### src/rtl/demultiplexer_1_to_n_registered_if.sv
// Producer/consumer bundle for demultiplexer_1_to_n_registered.
// The slave modport is the demultiplexer side and the master modport is the producer/consumer side.
interface demultiplexer_1_to_n_registered_if #(
  parameter int WIDTH    = 8,
  parameter int CHANNELS = 4,
  parameter int SEL_W    = 2
);
  logic [WIDTH-1:0]          in_data;
  logic [SEL_W-1:0]          select_lines;
  logic                      in_valid;
  logic                      in_ready;
  logic [CHANNELS*WIDTH-1:0] out_data;
  logic [CHANNELS-1:0]       out_valid;
  logic [CHANNELS-1:0]       out_ready;
  logic                      bad_select;

  modport master (
    output in_data, select_lines, in_valid, out_ready,
    input  in_ready, out_data, out_valid, bad_select
  );

  modport slave (
    input  in_data, select_lines, in_valid, out_ready,
    output in_ready, out_data, out_valid, bad_select
  );
endinterface

### src/rtl/demultiplexer_1_to_n_registered.sv
// Registered 1-to-N demultiplexer with a one-entry holding register and valid/ready handshake per channel.
// Optional build macro DEMUX_IDLE_ZERO_EN: an idle channel's data slice reads zero.
module demultiplexer_1_to_n_registered #(
  parameter int WIDTH    = 8,
  parameter int CHANNELS = 4,
  parameter int SEL_W    = 2
) (
  input  logic clk,
  input  logic reset,
  demultiplexer_1_to_n_registered_if.slave bus
);
  localparam logic [SEL_W:0] CH_LIMIT = (SEL_W+1)'(CHANNELS);

  logic [CHANNELS*WIDTH-1:0] data_q, data_d;
  logic [CHANNELS-1:0]       valid_q, valid_d;
  logic                      bad_q, bad_d;

  logic                      sel_ok_s;
  logic                      in_ready_s;
  logic                      accept_s;
  logic [CHANNELS-1:0]       pop_s;
  logic [(2**SEL_W)-1:0]     blocked_s;

  // Input acceptance: only the addressed channel can stall the producer.
  always_comb begin
    blocked_s                 = {(2**SEL_W){1'b0}};
    blocked_s[CHANNELS-1:0]   = valid_q & ~bus.out_ready;
    sel_ok_s                  = ({1'b0, bus.select_lines} < CH_LIMIT);
    if (sel_ok_s) begin
      in_ready_s = ~blocked_s[bus.select_lines];
    end else begin
      in_ready_s = 1'b1;
    end
    accept_s = bus.in_valid & in_ready_s;
    pop_s    = valid_q & bus.out_ready;
  end

  // Next-state for channel holding registers and the sticky error flag.
  always_comb begin
    valid_d = valid_q;
    data_d  = data_q;
    bad_d   = bad_q;
    for (int k = 0; k < CHANNELS; k++) begin
      if (accept_s && sel_ok_s && (bus.select_lines == SEL_W'(k))) begin
        // A same-cycle pop and load keeps the channel full at full throughput.
        valid_d[k]              = 1'b1;
        data_d[k*WIDTH +: WIDTH] = bus.in_data;
      end else if (pop_s[k]) begin
        valid_d[k] = 1'b0;
`ifdef DEMUX_IDLE_ZERO_EN
        data_d[k*WIDTH +: WIDTH] = {WIDTH{1'b0}};
`else
        data_d[k*WIDTH +: WIDTH] = data_q[k*WIDTH +: WIDTH];
`endif
      end else begin
        valid_d[k] = valid_q[k];
      end
    end
    if (accept_s && !sel_ok_s) begin
      bad_d = 1'b1;
    end else begin
      bad_d = bad_q;
    end
  end

  // State registers with asynchronous clear.
  always_ff @(posedge clk or posedge reset) begin
    if (reset) begin
      data_q  <= {(CHANNELS*WIDTH){1'b0}};
      valid_q <= {CHANNELS{1'b0}};
      bad_q   <= 1'b0;
    end else begin
      data_q  <= data_d;
      valid_q <= valid_d;
      bad_q   <= bad_d;
    end
  end

  assign bus.in_ready   = in_ready_s;
  assign bus.out_data   = data_q;
  assign bus.out_valid  = valid_q;
  assign bus.bad_select = bad_q;
endmodule

### src/flat_wrapper.sv
// flat-port wrapper written by rule: the top's interface ports become plain ports
module demultiplexer_1_to_n_registered_flat 
#(
  parameter int WIDTH    = 8,
  parameter int CHANNELS = 4,
  parameter int SEL_W    = 2
)
  (clk, reset, bus_in_data, bus_select_lines, bus_in_valid, bus_out_ready, bus_in_ready, bus_out_data, bus_out_valid, bus_bad_select);
  demultiplexer_1_to_n_registered_if #(.WIDTH(WIDTH), .CHANNELS(CHANNELS), .SEL_W(SEL_W)) bus_i ();
  input  logic clk;
  input  logic reset;
  input wire logic [$bits(bus_i.in_data)-1:0] bus_in_data;
  input wire logic [$bits(bus_i.select_lines)-1:0] bus_select_lines;
  input wire logic [$bits(bus_i.in_valid)-1:0] bus_in_valid;
  input wire logic [$bits(bus_i.out_ready)-1:0] bus_out_ready;
  output wire logic [$bits(bus_i.in_ready)-1:0] bus_in_ready;
  output wire logic [$bits(bus_i.out_data)-1:0] bus_out_data;
  output wire logic [$bits(bus_i.out_valid)-1:0] bus_out_valid;
  output wire logic [$bits(bus_i.bad_select)-1:0] bus_bad_select;
  assign bus_i.in_data = bus_in_data;
  assign bus_i.select_lines = bus_select_lines;
  assign bus_i.in_valid = bus_in_valid;
  assign bus_i.out_ready = bus_out_ready;
  assign bus_in_ready = bus_i.in_ready;
  assign bus_out_data = bus_i.out_data;
  assign bus_out_valid = bus_i.out_valid;
  assign bus_bad_select = bus_i.bad_select;
  demultiplexer_1_to_n_registered #(.WIDTH(WIDTH), .CHANNELS(CHANNELS), .SEL_W(SEL_W)) u_core (.clk(clk), .reset(reset), .bus(bus_i));
endmodule
### config.mk
export PLATFORM = sky130hd
export DESIGN_NAME = demultiplexer_1_to_n_registered_flat
export DESIGN_NICKNAME = d
export VERILOG_FILES = /design/src/rtl/demultiplexer_1_to_n_registered_if.sv /design/src/rtl/demultiplexer_1_to_n_registered.sv /design/src/flat_wrapper.sv
export SDC_FILE = /design/constraint.sdc
export NUM_CORES = 1
export LEC_CHECK = 0
export CAP_MARGIN = 5
export CORE_AREA = 3 3 51 87
export DETAILED_ROUTE_END_ITERATION = 8
export DIE_AREA = 0 0 54 90
export PLACE_DENSITY = 0.68
export SLEW_MARGIN = 40
export SYNTH_ARGS = -nofsm -noshare
export SYNTH_HDL_FRONTEND = slang
export SYNTH_SLANG_ARGS = --single-unit
### constraint.sdc
create_clock -name clk -period 1.55 [get_ports clk]
set_input_delay 0.31 -clock clk [delete_from_list [all_inputs] [get_ports clk]]
set_output_delay 0.31 -clock clk [all_outputs]
set_load 0.01 [all_outputs]
==> flow_summary_export.csv <==
group,metric,value,unit
run_status,outcome,"finished with violations",
run_status,violations,"negative setup slack",
die,die_area,4860,sq um
sta,finalSetupViolations,1,
clock_network,clkSinkCount,36,
flow_run,maxCapViolCount,0,
clock_network,htree_num_levels,2,
worst_setup_path,setup.worst_path.end_class,"output port",
clock_network,clk_pin_slew,0.08,ns
sta,hold_violations,0,
placement,place_hpwl,2440,microns
synth,yosys.area.top_type,"dfrtp_1",
finish,final_layout_size_suffix_gt1_frac,0.393,
die,core_area,3740,sq um
route,met1_length,1130,microns
grt,grt_usage,0.145,
die,std_cell_rows,29,
route,post_drt_via_cell_ratio,4.72,
grt,grt_max_degree,37,
clock_network,clk_latency,0.29,ns
synth,synthCells,90,
grt,grt_pass1_wl,5130,microns
worst_setup_path,criticalPathCategory,"reg -> out",
power,power.leakage,1.03,nW
synth,postSynthAreaPerCell,15.7,sq um
route,drc_errors,0,
synth,syn_nets,107,
synth,synth_cell_types,15,
finish,diodes,0,
worst_setup_path,critical_path.startpoint_type,"flop",
finish,finalNonFillerCells,209,
placement,portBuffers,53,
finish,seq_area,901,sq um
placement,place_congestion,0.662,
sta,fin_crit_sh,1.07,
synth,synthTopCellsByArea,"dfrtp_1 (64%), mux2_2 (26%), nand2b_1 (1.8%)",
route,wl,3210,microns
sta,rsz0062_at_grt,"yes",
worst_setup_path,required,1.24,ns
clock_network,numCtsBuffers,5,
min_path,hp-class,"in -> async",
synth,synthFlopType,"dfrtp_1",
grt,antenna_found_initial,0,
sta,drv_slew,0,
synth,ys_ff_latch,36,
worst_setup_path,critPathArrivalTime,1.36,ns
finish,final_core_util,0.602,
die,initial_utilization,0.378,
clock_network,cts_tree,"done",
placement,dp_slack,-0.630,ns
route,met3_length,190,microns
worst_setup_path,crit_fanout,3,
route,num_vias,987,
route,dr.max_layer_used,"met4",
sta,fin_ws,-0.116,ns
clock_network,cts.path.max_buffers,2,
sta,fin_skew,0.0111,ns
finish,multi_input_area,522,sq um
placement,dp.cells,199,
sta,whs,0.380,ns
route,ant_nets,0,
route,routedWlPerCell,15.4,microns
synth,synth.top_cell.area_share,0.638,
die,die_h,90,microns
synth,async_reset_ff_frac,1.00,
synth,yosysWarnings,0,
grt,overflow,0,
route,detail_route.iter0.violations,12,
die,ios,55,
synth,seq_area_frac_synth,0.638,
finish,layout.nets,179,
power,powerDensity,1250,nW/um^2
route,route.met2.wl,1880,microns
sta,min_period,1.67,ns
finish,fillCellCount,303,
power,peakVddDrop,0.920,mV
route,dr.pass1.iters,3,
die,die_x,54,microns
synth,mappedNetlistArea,1410,sq um
finish,area_growth,59.4,%
clock_network,cts_root_buffer,"clkbuf_8",
grt,grt_pass1_vias,1062,
synth,synth_edf_count,0,
sta,fmax,600,MHz
==> routing by layer <==
layer	GRT usage	up-vias
met5	0	-
met2	0.253	30
met3	0.0480	2
met4	0.0499	0
met1	0.155	501
li1	-	454
==> critical path: stages (launching register included) <==
cell and delay (ns):
dfrtp_1 0.39, nand2b_4 0.07, mux4_2 0.47, buf_6 0.14
==> synthesized netlist by cell type, types with 2 or more instances <==
cell type and instances:
nand2_1 5, buf_2 2, mux2_2 32, nor2b_1 2, nand2b_1 4, dfrtp_1 36
==> timing repair <==
action	in CTS	in global routing
endpoints found under the setup margin	9	10
buffers inserted	2	0
resized for setup	19	3
pin swaps	0	0
hold buffers	0	0
==> worst paths after layout <==
path | start | endpoint | slack [ns] | depth (start not counted)
setup reg to reg | u_core.bus.out_valid[0] | u_core.bus.out_data[4] | 0.12 | 6
hold / removal | reset | u_core.bus.out_data[8] | 0.38 | 3
max in group asynchronous | reset | u_core.bus.out_data[20] | 0.99 | 3
min in group clk | bus_out_ready[3] | u_core.bus.out_valid[3] | 0.45 | 3
hold reg to reg | u_core.bus.out_data[11] | u_core.bus.out_data[11] | 0.51 | 1
setup / recovery | u_core.bus.out_valid[3] | bus_in_ready | -0.12 | 3
==> layout make-up <==
| class | count | share of cell area |
|---|---|---|
| inverters | 1 | 0.00167 |
| clock buffers | 5 | 0.0306 |
| repair buffers | 68 | 0.291 |
| multi-input cells | 50 | 0.232 |
| clock inverters | 3 | 0.0189 |
| flip-flops and latches | 36 | 0.400 |
| well taps | 46 | 0.0256 |
==> cells in the final DEF (no fill, tap or decap), types with 2 or more instances in the layout <==
| master | n |
|---|---|
| buf_4 | 13 |
| dfrtp_1 | 36 |
| clkdlybuf4s50_1 | 41 |
| mux2_2 | 32 |
| dlygate4sd2_1 | 9 |
| nand2_1 | 5 |
| nand2b_4 | 4 |
| clkbuf_8 | 5 |
| buf_6 | 2 |
| dlymetal6s2s_1 | 2 |
==> report_power, final <==
part / internal, W / switching (W) / leakage, nW
combinational: 0.000512 / 0.000279 / 0.541
sequential: 0.00112 / 0.0000998 / 0.431
clock: 0.000476 / 0.000331 / 0.0541
total: 0.00211 / 0.000709 / 1.03
==> cell families after synthesis <==
logic type,Yosys count,synth area share
AOI/OAI and AO/OA,1,0.00354
buffers and inverters,4,0.0151
DFF,36,0.638
muxes,33,0.271
other,1,0.00266
and+or+nand+nor,15,0.0691
==> sequential cells by signal (all words and copies together), names as in the netlist <==
signal	count
u_core.bus.out_data	32
u_core.bus.out_valid	4
==> through the flow <==
| step | total power (W) | TNS, ns | instance area, sq um |
|---|---|---|---|
| after floorplan | 0.00153 | 0 | 1410 |
| final | 0.00282 | -0.116 | 2250 |
| after detailed placement | 0.00205 | -8.74 | 2090 |
| after CTS | 0.00287 | -0.129 | 2240 |
| after global routing | 0.00295 | -0.165 | 2250 |
| after global placement | 0.00203 | -8.21 | 2090 |
(Power assumes the default switching activity.)
